===== src/rtl/execute_cycle_if.sv =====
// E-stage inputs and M-stage outputs of the execute stage.
// The decode side drives E fields and the memory side consumes M fields.
interface execute_cycle_if #(
  parameter int DATA_W = 32,
  parameter int REG_AW = 5
);
  logic              RegWriteE;
  logic              ResultSrcE;
  logic              MemWriteE;
  logic              ALUSrcE;
  logic              BranchE;
  logic [2:0]        ALUcontrolE;
  logic [REG_AW-1:0] RdE;
  logic [DATA_W-1:0] RD1E;
  logic [DATA_W-1:0] RD2E;
  logic [DATA_W-1:0] PCE;
  logic [DATA_W-1:0] ImmExtE;
  logic [DATA_W-1:0] PCPlus4E;
  logic [DATA_W-1:0] ResultW;
  logic [1:0]        ForwardAE;
  logic [1:0]        ForwardBE;
  logic              PCSrcE;
  logic [DATA_W-1:0] PCTargetE;
  logic              RegWriteM;
  logic              ResultSrcM;
  logic              MemWriteM;
  logic [REG_AW-1:0] RdM;
  logic [DATA_W-1:0] ALUResultM;
  logic [DATA_W-1:0] WriteDataM;
  logic [DATA_W-1:0] PCPlus4M;

  modport slave (
    input  RegWriteE, ResultSrcE, MemWriteE,
    input  ALUSrcE, BranchE, ALUcontrolE,
    input  RdE, RD1E, RD2E, PCE, ImmExtE,
    input  PCPlus4E, ResultW,
    input  ForwardAE, ForwardBE,
    output PCSrcE, PCTargetE,
    output RegWriteM, ResultSrcM, MemWriteM,
    output RdM, ALUResultM, WriteDataM,
    output PCPlus4M
  );

  modport master (
    output RegWriteE, ResultSrcE, MemWriteE,
    output ALUSrcE, BranchE, ALUcontrolE,
    output RdE, RD1E, RD2E, PCE, ImmExtE,
    output PCPlus4E, ResultW,
    output ForwardAE, ForwardBE,
    input  PCSrcE, PCTargetE,
    input  RegWriteM, ResultSrcM, MemWriteM,
    input  RdM, ALUResultM, WriteDataM,
    input  PCPlus4M
  );
endinterface


===== src/rtl/execute_cycle.sv =====
// Execute stage: forwarding muxes, ALU, beq resolve
// and the E->M pipeline register.
module execute_cycle #(
  parameter int DATA_W = 32,
  parameter int REG_AW = 5
) (
  input logic             clk,
  input logic             rst,
  execute_cycle_if.slave  bus
);

  logic [DATA_W-1:0] src_a;
  logic [DATA_W-1:0] fwd_b;
  logic [DATA_W-1:0] src_b;
  logic [DATA_W-1:0] alu_res;
  logic              zero_e;

  logic              reg_write_d, reg_write_q;
  logic              result_src_d, result_src_q;
  logic              mem_write_d, mem_write_q;
  logic [REG_AW-1:0] rd_d, rd_q;
  logic [DATA_W-1:0] alu_result_d, alu_result_q;
  logic [DATA_W-1:0] write_data_d, write_data_q;
  logic [DATA_W-1:0] pc_plus4_d, pc_plus4_q;

  // Code 10 feeds back our own M register.
  always_comb begin
    src_a = bus.RD1E;
    case (bus.ForwardAE)
      2'b01:   src_a = bus.ResultW;
      2'b10:   src_a = alu_result_q;
      default: src_a = bus.RD1E;
    endcase
  end

  always_comb begin
    fwd_b = bus.RD2E;
    case (bus.ForwardBE)
      2'b01:   fwd_b = bus.ResultW;
      2'b10:   fwd_b = alu_result_q;
      default: fwd_b = bus.RD2E;
    endcase
  end

  assign src_b = bus.ALUSrcE ? bus.ImmExtE : fwd_b;

  always_comb begin
    alu_res = src_a + src_b;
    case (bus.ALUcontrolE)
      3'b001:  alu_res = src_a - src_b;
      3'b010:  alu_res = src_a & src_b;
      3'b011:  alu_res = src_a | src_b;
      3'b101:  alu_res = {{(DATA_W-1){1'b0}},
                          $signed(src_a) < $signed(src_b)};
      default: alu_res = src_a + src_b;
    endcase
  end

  assign zero_e        = (alu_res == '0);
  assign bus.PCSrcE    = bus.BranchE & zero_e;
  assign bus.PCTargetE = bus.PCE + bus.ImmExtE;

  always_comb begin
    reg_write_d  = bus.RegWriteE;
    result_src_d = bus.ResultSrcE;
    mem_write_d  = bus.MemWriteE;
    rd_d         = bus.RdE;
    alu_result_d = alu_res;
    write_data_d = fwd_b;
    pc_plus4_d   = bus.PCPlus4E;
  end

  always_ff @(posedge clk or negedge rst) begin
    if (!rst) begin
      reg_write_q  <= 1'b0;
      result_src_q <= 1'b0;
      mem_write_q  <= 1'b0;
      rd_q         <= '0;
      alu_result_q <= '0;
      write_data_q <= '0;
      pc_plus4_q   <= '0;
    end else begin
      reg_write_q  <= reg_write_d;
      result_src_q <= result_src_d;
      mem_write_q  <= mem_write_d;
      rd_q         <= rd_d;
      alu_result_q <= alu_result_d;
      write_data_q <= write_data_d;
      pc_plus4_q   <= pc_plus4_d;
    end
  end

  assign bus.RegWriteM  = reg_write_q;
  assign bus.ResultSrcM = result_src_q;
  assign bus.MemWriteM  = mem_write_q;
  assign bus.RdM        = rd_q;
  assign bus.ALUResultM = alu_result_q;
  assign bus.WriteDataM = write_data_q;
  assign bus.PCPlus4M   = pc_plus4_q;

endmodule


===== src/flat_wrapper.sv =====
// flat-port wrapper written by rule: the top's interface ports become plain ports
module execute_cycle_flat 
#(
  parameter int DATA_W = 32,
  parameter int REG_AW = 5
)
  (clk, rst, bus_RegWriteE, bus_ResultSrcE, bus_MemWriteE, bus_ALUSrcE, bus_BranchE, bus_ALUcontrolE, bus_RdE, bus_RD1E, bus_RD2E, bus_PCE, bus_ImmExtE, bus_PCPlus4E, bus_ResultW, bus_ForwardAE, bus_ForwardBE, bus_PCSrcE, bus_PCTargetE, bus_RegWriteM, bus_ResultSrcM, bus_MemWriteM, bus_RdM, bus_ALUResultM, bus_WriteDataM, bus_PCPlus4M);
  execute_cycle_if #(.DATA_W(DATA_W), .REG_AW(REG_AW)) bus_i ();
  input logic clk;
  input logic rst;
  input wire logic [$bits(bus_i.RegWriteE)-1:0] bus_RegWriteE;
  input wire logic [$bits(bus_i.ResultSrcE)-1:0] bus_ResultSrcE;
  input wire logic [$bits(bus_i.MemWriteE)-1:0] bus_MemWriteE;
  input wire logic [$bits(bus_i.ALUSrcE)-1:0] bus_ALUSrcE;
  input wire logic [$bits(bus_i.BranchE)-1:0] bus_BranchE;
  input wire logic [$bits(bus_i.ALUcontrolE)-1:0] bus_ALUcontrolE;
  input wire logic [$bits(bus_i.RdE)-1:0] bus_RdE;
  input wire logic [$bits(bus_i.RD1E)-1:0] bus_RD1E;
  input wire logic [$bits(bus_i.RD2E)-1:0] bus_RD2E;
  input wire logic [$bits(bus_i.PCE)-1:0] bus_PCE;
  input wire logic [$bits(bus_i.ImmExtE)-1:0] bus_ImmExtE;
  input wire logic [$bits(bus_i.PCPlus4E)-1:0] bus_PCPlus4E;
  input wire logic [$bits(bus_i.ResultW)-1:0] bus_ResultW;
  input wire logic [$bits(bus_i.ForwardAE)-1:0] bus_ForwardAE;
  input wire logic [$bits(bus_i.ForwardBE)-1:0] bus_ForwardBE;
  output wire logic [$bits(bus_i.PCSrcE)-1:0] bus_PCSrcE;
  output wire logic [$bits(bus_i.PCTargetE)-1:0] bus_PCTargetE;
  output wire logic [$bits(bus_i.RegWriteM)-1:0] bus_RegWriteM;
  output wire logic [$bits(bus_i.ResultSrcM)-1:0] bus_ResultSrcM;
  output wire logic [$bits(bus_i.MemWriteM)-1:0] bus_MemWriteM;
  output wire logic [$bits(bus_i.RdM)-1:0] bus_RdM;
  output wire logic [$bits(bus_i.ALUResultM)-1:0] bus_ALUResultM;
  output wire logic [$bits(bus_i.WriteDataM)-1:0] bus_WriteDataM;
  output wire logic [$bits(bus_i.PCPlus4M)-1:0] bus_PCPlus4M;
  assign bus_i.RegWriteE = bus_RegWriteE;
  assign bus_i.ResultSrcE = bus_ResultSrcE;
  assign bus_i.MemWriteE = bus_MemWriteE;
  assign bus_i.ALUSrcE = bus_ALUSrcE;
  assign bus_i.BranchE = bus_BranchE;
  assign bus_i.ALUcontrolE = bus_ALUcontrolE;
  assign bus_i.RdE = bus_RdE;
  assign bus_i.RD1E = bus_RD1E;
  assign bus_i.RD2E = bus_RD2E;
  assign bus_i.PCE = bus_PCE;
  assign bus_i.ImmExtE = bus_ImmExtE;
  assign bus_i.PCPlus4E = bus_PCPlus4E;
  assign bus_i.ResultW = bus_ResultW;
  assign bus_i.ForwardAE = bus_ForwardAE;
  assign bus_i.ForwardBE = bus_ForwardBE;
  assign bus_PCSrcE = bus_i.PCSrcE;
  assign bus_PCTargetE = bus_i.PCTargetE;
  assign bus_RegWriteM = bus_i.RegWriteM;
  assign bus_ResultSrcM = bus_i.ResultSrcM;
  assign bus_MemWriteM = bus_i.MemWriteM;
  assign bus_RdM = bus_i.RdM;
  assign bus_ALUResultM = bus_i.ALUResultM;
  assign bus_WriteDataM = bus_i.WriteDataM;
  assign bus_PCPlus4M = bus_i.PCPlus4M;
  execute_cycle #(.DATA_W(DATA_W), .REG_AW(REG_AW)) u_core (.clk(clk), .rst(rst), .bus(bus_i));
endmodule

===== config.mk =====
export PLATFORM = sky130hd
export DESIGN_NAME = execute_cycle_flat
export DESIGN_NICKNAME = d
export VERILOG_FILES = /design/src/rtl/execute_cycle_if.sv /design/src/rtl/execute_cycle.sv /design/src/flat_wrapper.sv
export SDC_FILE = /design/constraint.sdc
export NUM_CORES = 1
export LEC_CHECK = 0
export BUFFER_PORTS_ARGS = -buffer_cell sky130_fd_sc_hd__buf_2
export CAP_MARGIN = 20
export CORE_UTILIZATION = 48
export CTS_BUF_LIST = sky130_fd_sc_hd__clkbuf_16
export DETAILED_ROUTE_END_ITERATION = 6
export PLACE_DENSITY = 0.73
export SLEW_MARGIN = 25
export SYNTH_ARGS = -nofsm -noshare
export SYNTH_HDL_FRONTEND = slang
export SYNTH_SLANG_ARGS = --single-unit

===== constraint.sdc =====
create_clock -name clk -period 9 [get_ports clk]
set_input_delay 0.45 -clock clk [delete_from_list [all_inputs] [get_ports clk]]
set_output_delay 0.45 -clock clk [all_outputs]
set_load 0.01 [all_outputs]

# Yosys cells after proc, flatten, opt, wreduce, memory -nomap -nowiden
# Index checks and enable logic that the tools add are counted.
# totals
word_cells	27
output_inout_bits	137
mem_bits_ro	0
memories	0
regBits	104
latchBits	0
ramBits	0
inputBits	211
# classes
bitwise	3
shift	0
order_cmp	1
div	0
n_addsub	3
mul	0
reduce_logical	1
eq_ne	8
muxes	4
# ops
op	n
$pmux W32 S2	2
$pmux W32 S4	1
$add A32 B32 Y32	2
$and A32 B32 Y32	1
$logic_not A32 Y1	1
$lt A32 B32 Y1	1
$mux W32	1
$or A32 B32 Y32	1
$sub A32 B32 Y32	1
$eq A3 B2 Y1 const B	2
$eq A2 B1 Y1 const B	2
$eq A2 B2 Y1 const B	2
$eq A3 B1 Y1 const B	1
$eq A3 B3 Y1 const B	1
$and A1 B1 Y1	1

# Logic depth before layout (Yosys ltp)
# Gate-level depths: netlist of the first run.
# depth
ltp_word	7
mapped_depth	21
ltp_nobuf	20

# Least setup slack after synthesis of the first run
# No wires, ideal clock.
# synth_timing
path_type	input-to-output
from	input bus_ForwardBE[0]
to	output bus_PCSrcE
stages	19
required_time_ps	8550
arrival_time_ps	4767
path_buffers	2
slack_ps	3783
path_cell_list	inv_1 ha_1 clkbuf_1 buf_1 nor2_1 a21oi_1 o21a_1 ha_1 or4_4 or4_4 o21ai_4 o2111ai_1 a211o_1 o21ai_2 o211ai_1 nor4_1 nand4b_1 or4_1 nor3_2
# synth_between
elab_chain_cells	7
elab_cells_between_ends	12
classes_between	2 x add/sub; 1 x order compare; 2 x eq/ne; 3 x mux; 3 x bitwise; 1 x reduce/logical
# synth_lines
item	line_no	source
from (decl)	flat_wrapper.sv:25	input wire logic [$bits(bus_i.ForwardBE)-1:0] bus_ForwardBE;
$eq A2 B2 Y1 / $eq A2 B1 Y1 (equally long branches)	execute_cycle.sv:38	case (bus.ForwardBE)
$pmux W32 S2 (*)	execute_cycle.sv:38	
$mux W32 (*)	execute_cycle.sv:45	assign src_b = bus.ALUSrcE ? bus.ImmExtE : fwd_b;
$add A32 B32 Y32 (tied with other cells)	--	
$pmux W32 S4 (*)	execute_cycle.sv:49	case (bus.ALUcontrolE)
$logic_not A32 Y1 (*)	execute_cycle.sv:59	assign zero_e = (alu_res == '0);
$and A1 B1 Y1 (*)	execute_cycle.sv:60	assign bus.PCSrcE = bus.BranchE & zero_e;
to (decl)	flat_wrapper.sv:26	output wire logic [$bits(bus_i.PCSrcE)-1:0] bus_PCSrcE;
# Mark *: on every way between the ends. The rest lies on a longest branch, timed or not.

# Worst setup path after layout of the first run
# Same ends and word-level chain as after synthesis.

==> results.cfg, run 1 <==
[outcome]
status = completed

[place]
placed_cells = 2148
gp_congestion = 1.03
hpwl_um = 38700
port_buffers = 347

[logic_synthesis]
netlist_area_um2 = 11400
synth-edff-count = 0
ys_seq_area_share_pct = 22.8
syn_nets = 1890
synth_cell_types = 80
synthFlopType = dfrtp_1
syn_area_per_cell_um2 = 7.39
async_flop_share_pct = 100
synth_seq_cells = 104
ys_warn_count = 0
synthCells = 1545

[floorplan]
die_area_um2 = 24400
fp-row-count = 56
die_height_um = 156
boundaryPins = 348
coreArea_um2 = 23400
start_util_pct = 48.8
die_x_um = 156

[sta]
min_period_ps = 6610
tns_ps = 0
max_slew_margin_pct = 37.6
grt_setup_unrepaired = no
fin_worst_skew_ps = 14.1
hold_viol = 0
finalSetupViolations = 0
finalMaxSlewViolations = 0
final.period_utilization_pct = 73.4
fmax_ghz = 0.151
tightest_slew_ps = 912

[final_layout]
drive_gt1_share_pct = 22.3
area_growth_pct = 20.1
finalNonFillerCells = 2169
finalNetCount = 2185
seqCellArea_um2 = 2600
multi_input_area_um2 = 7890
fill_cells = 2263

[clock_tree]
path_clk_slew_ps = 80
cts_sinks = 104
clockBufferDepth = 2
worst_skew_pair.late_latency_ps = 360
cts_setup_buffers = 0
cts_max_level = 3
root_buffer = clkbuf_16
hold_buffers = 0
cts_tree = yes
post_cts_resized = 0
cts_buffers = 9

[grt]
antenna_found_initial = 5
grt_overflow = 0
grt_pass1_vias = 12100
grt_max_degree = 69
grtUsageTotal_pct = 38.2
grt_pass1_wl_um = 71000

[critical_path]
worst_setup_path_start_kind = input pin
cp.required_ps = 8550
cp_max_fo = 36
r2r-start = u_core.bus.ALUResultM[2]
rr_endpoint = u_core.bus.ALUResultM[31]
r2r_setup_slack_ps = 4220
crit_type = input pin to output pin
endpoint_kind = output pin
critPathArrivalTime_ps = 6160
crit_start = bus_ForwardBE[0]
crit_path_end = bus_PCSrcE
worstRegToRegCells = 15

[route]
wl_per_cell_um = 22.1
drtPass1Iterations = 6
detail_route.iter0.violations = 1475
route.detailed.drc = 0
viasPerCell = 6.13
ant_nets = 0
dr_total_vias = 13300
wirelength_um = 48000

[hold_path]
hold_path.class = input pin to asynchronous set/reset pin

[power_and_ir_drop]
leakagePower_nw = 6.95
peakVddDrop_mv = 0.104
power_mw = 2.29
p_per_area_nw_per_um2 = 167

[flow_run]
drv_cap = 0
==> sequential cells by signal, summed over array words and instances (netlist names) <==
| register | flops |
|---|---|
| u_core.bus.ALUResultM | 32 |
| u_core.bus.MemWriteM | 1 |
| u_core.bus.PCPlus4M | 32 |
| u_core.bus.RdM | 5 |
| u_core.bus.RegWriteM | 1 |
| u_core.bus.ResultSrcM | 1 |
| u_core.bus.WriteDataM | 32 |
==> layout by cell type (no fill, tap or decap), types with 8 or more instances in the layout <==
cell and instances:
a311oi_1 8, clkbuf_16 9, a22oi_1 67, or3_1 15, o21ai_0 105, o21a_1 40, nand4_1 10, nor3_1 31
nor2_1 137, a21o_1 12, dfrtp_1 104, a21oi_1 146, inv_1 169, buf_4 17, o31ai_1 14, ha_1 130
nand3_1 23, nand2b_1 16, nor2b_1 15, nand2_1 149, buf_2 346, a211o_1 8, o31a_1 10, or2_2 12
a211oi_1 19, o211ai_1 18, o21bai_1 13, xnor2_1 24, nor4_1 10, a221oi_1 9
==> worst min path at each step <==
| stage | endpoint | slack (ps) | cells after the start |
|---|---|---|---|
| 3_5_place_dp | u_core.bus.PCPlus4M[5] | 420 | 1 |
| 4_1_cts | u_core.bus.PCPlus4M[5] | 30 | 1 |
| 6_report | u_core.bus.PCPlus4M[5] | 20 | 1 |
| 3_3_place_gp | u_core.bus.PCPlus4M[11] | 420 | 1 |
| 2_1_floorplan | u_core.bus.ALUResultM[0] | 150 | 0 |
| 5_1_grt | u_core.bus.PCPlus4M[5] | 60 | 1 |
==> Yosys cell counts, drive strengths merged, types with 8 or more instances <==
library cell    n  area (um2)
nor3           33         170
nand3          23         115
xnor2          24         210
or3            15        93.8
nand4          10        62.6
a311oi          8        70.1
nand2         149         559
o211ai         18         135
a221oi          9        78.8
a22oi          67         503
a211o           8        70.1
nor2b          15        93.8
o31a           10        87.6
clkbuf         68         255
a21o           12        90.1
nand2b         16         100
dfrtp         104        2600
a21oi         146         731
or2            19         119
o21bai         13        97.6
o21a           40         300
o21ai         117         612
nor2          138         518
inv           170         638
nor4           10        62.6
a211oi         20         155
buf            12        48.8
o31ai          14         105
ha            131        1640
==> critical path, cell delays in order <==
cell	delay [ps]
buf_2	100
inv_1	40
ha_2	610
buf_4	440
a21oi_1	130
o21ai_0	540
ha_1	420
nor2_1	200
a211oi_1	90
o41a_1	420
a211oi_2	610
o21ai_1	320
nor3_1	270
o32ai_1	130
nor4_1	290
nand4b_1	170
or4_1	560
nor3_2	170
buf_2	170
==> power breakdown <==
part | switching, mW | internal, mW | leakage (nW)
Sequential | 0.0618 | 0.538 | 1.25
Clock | 0.211 | 0.195 | 0.147
Combinational | 0.825 | 0.461 | 5.55
Total | 1.10 | 1.19 | 6.95
==> through the flow <==
step | hold WS, ps | utilization (%) | setup WS, ps | instance area (um2)
final | 21.2 | 58.6 | 2390 | 13700
after global placement | 423 | 57.3 | 2580 | 13400
after detailed placement | 421 | 57.3 | 2540 | 13400
after CTS | 32.1 | 58.5 | 2520 | 13700
after global routing | 57.5 | 58.6 | 2050 | 13700
after floorplan | 154 | - | 3780 | 11400
==> layout make-up <==
cell class / instances / share of cell area, %
antenna: 5 / 0.0912
multi-input combinational: 1189 / 57.5
sequential: 104 / 19.0
timing repair buffer: 364 / 13.6
clock inverter: 7 / 0.484
clock buffer: 9 / 1.64
inverter: 172 / 4.71
tap: 319 / 2.91
==> per-layer routing <==
| layer | track usage [%] | up-vias | part of all wire, % | routed length (um) |
|---|---|---|---|---|
| li1 | - | 6105 | - | - |
| met1 | 51.6 | 6292 | 41 | 19600 |
| met2 | 59.0 | 806 | 45 | 21400 |
| met3 | 8.36 | 96 | 11 | 5150 |
| met4 | 14.8 | 0 | 3.7 | 1790 |
| met5 | 0 | - | 0 | 0 |
==> logic make-up (layout without fill, tap and decap cells) <==
group,after synthesis,count (layout),synth area share (%)
xor+xnor,31,31,2.38
simple gates,463,463,19.0
fa+ha+maj,134,134,14.9
buf+inv,252,552,8.32
mux,2,2,0.175
flops,104,104,22.8
other cells,0,5,0
compound gates,559,559,32.5
Note: power is estimated with default switching activity, not from simulation.
==> run 2: changes to the inputs <==
PLACE_DENSITY = 0.76   (was 0.73)
clock period = 5.5 ns   (was 9 ns; I/O delays follow)
==> results.cfg, run 2 (synthesis gave the netlist of run 1 again) <==
[grt]
grt_pass1_wl_um = 73500
grt_overflow = 0
antenna_found_initial = 7
grtUsageTotal_pct = 39.5
grt_pass1_vias = 12700
grt_max_degree = 75

[outcome]
violations = design-rule violations
status = finished with violations

[final_layout]
finish.utilization_pct = 63.4
fin_area_um2 = 14800
area_growth_pct = 30.0
drive_gt1_share_pct = 28.8
finalNetCount = 2309
final_cell_mix = 346 x buf_2, 169 x inv_1, 149 x nand2_1
mostFrequentLayoutCell = buf_2

[hold_path]
whs_endpoint = u_core.bus.RdM[2]
min_path_cells = 1
hold_path_startpoint = bus_RdE[2]
hold_path.class = input pin to register

[sta]
max_slew_margin_pct = 36.2
fmax_ghz = 0.184
tightest_slew_ps = 957
fin_worst_skew_ps = 13.5
final.period_utilization_pct = 98.7
min_period_ps = 5430
finalMaxSlewViolations = 0
setup_ws_ps = 73.0
finalSetupViolations = 0
hold_viol = 0
holdWs_ps = 11.5

[route]
wirelength_um = 49600
viasPerCell = 6.03
ant_nets = 0
detail_route.iter0.violations = 1698
drtPass1Iterations = 7
route.detailed.drc = 2
dr_total_vias = 13800
wl_per_cell_um = 21.6

[clock_tree]
worst_skew_pair.late_latency_ps = 360
path_clk_slew_ps = 80
cts_sinks = 104
cts_max_level = 3
cts_tree = yes
clockBufferDepth = 2
cts_buffers = 9
root_buffer = clkbuf_16

[critical_path]
path_common_cell = or4_4
path_depth = 17
cpPeakStageDelay_ps = 560
crit_chain = a22oi_2, nor2_1, a21oi_2, o21a_1, ha_1, or4_4, or4_4, o21ai_4, o2111ai_1, a211o_1, o21ai_2, o211ai_1, nor4_2, nand4b_1, or4_4, nor3_2, buf_2
r2r_setup_slack_ps = 1100
cp_max_fo = 4
r2r-start = u_core.bus.ALUResultM[2]
cp_slowest_cell = or4_4
endpoint_kind = output pin
crit_family = simple AND/OR/NAND/NOR gates
rr_endpoint = u_core.bus.ALUResultM[31]
cp.required_ps = 5220
worst_setup_path_start_kind = register
worstRegToRegCells = 20
crit_buf_inv = 1
crit_type = register to output pin
critPathArrivalTime_ps = 5150

[place]
placed_area_um2 = 14300
gp_congestion = 1.06
place_ws_ps = 5.75
port_buffers = 347
hpwl_um = 40300

[floorplan]
coreArea_um2 = 23400
die_area_um2 = 24400
die_height_um = 156
start_util_pct = 48.8
die_x_um = 156
boundaryPins = 348
fp-row-count = 56

[power_and_ir_drop]
power_mw = 4.01
leakagePower_nw = 7.57
peakVddDrop_mv = 0.167
p_per_area_nw_per_um2 = 270

[flow_run]
drv_cap = 0
[run 2: changes by cell type in the layout (fill, tap and decap cells not counted), sizes merged]
cell | previous run | this run
clkbuf | 9 | 10
dlygate4sd3 | 0 | 1
diode | 5 | 7
buf | 364 | 486
inv | 174 | 176
clkinv | 5 | 3
[run 2: area by class of cell]
class,count,area (um2)
Clock buffer,9,225
Sequential cell,104,2610
Fill cell,2158,8560
Timing Repair Buffer,488,2860
Tap cell,319,399
Multi-Input combinational cell,1189,8030
Inverter,172,646
Clock inverter,7,61.3
Antenna cell,7,17.5
[run 2: repair_timing]
item	CTS	global route
endpoints found under the setup margin	1	1
hold buffers	1	0
resized for setup	3	49
endpoints found under the hold margin	30	0
pin swaps	0	17
buffers inserted	0	11
[run 2: power by group]
part	switching, mW	internal [mW]
logic	1.43	0.945
registers	0.105	0.883
clock network	0.328	0.319
total	1.86	2.15
[run 2: worst max path at each step]
stage / startpoint / to / slack, ps
2_1_floorplan: bus_ForwardBE[0] / bus_PCSrcE / 630
3_3_place_gp: bus_ForwardBE[0] / bus_PCSrcE / 80
3_5_place_dp: bus_ForwardBE[1] / bus_PCSrcE / 6
4_1_cts: u_core.bus.ALUResultM[0] / bus_PCSrcE / 10
5_1_grt: bus_ForwardBE[1] / bus_PCSrcE / -30
6_report: u_core.bus.ALUResultM[9] / bus_PCSrcE / 70
[run 2: metal layers]
layer | global-route usage [%] | part of all wire, % | up-vias
met4 | 14.9 | 3.4 | 0
met2 | 62.2 | 45 | 889
met1 | 52.2 | 40 | 6493
met3 | 9.36 | 12 | 106
met5 | 0 | 0 | -
li1 | - | - | 6357
[run 2: stage by stage]
stage	cells	setup TNS [ps]
detailed placement	2260	0
floorplan	1545	0
CTS	2277	0
global route	2295	-34.4
finish	2295	0
global placement	2260	0
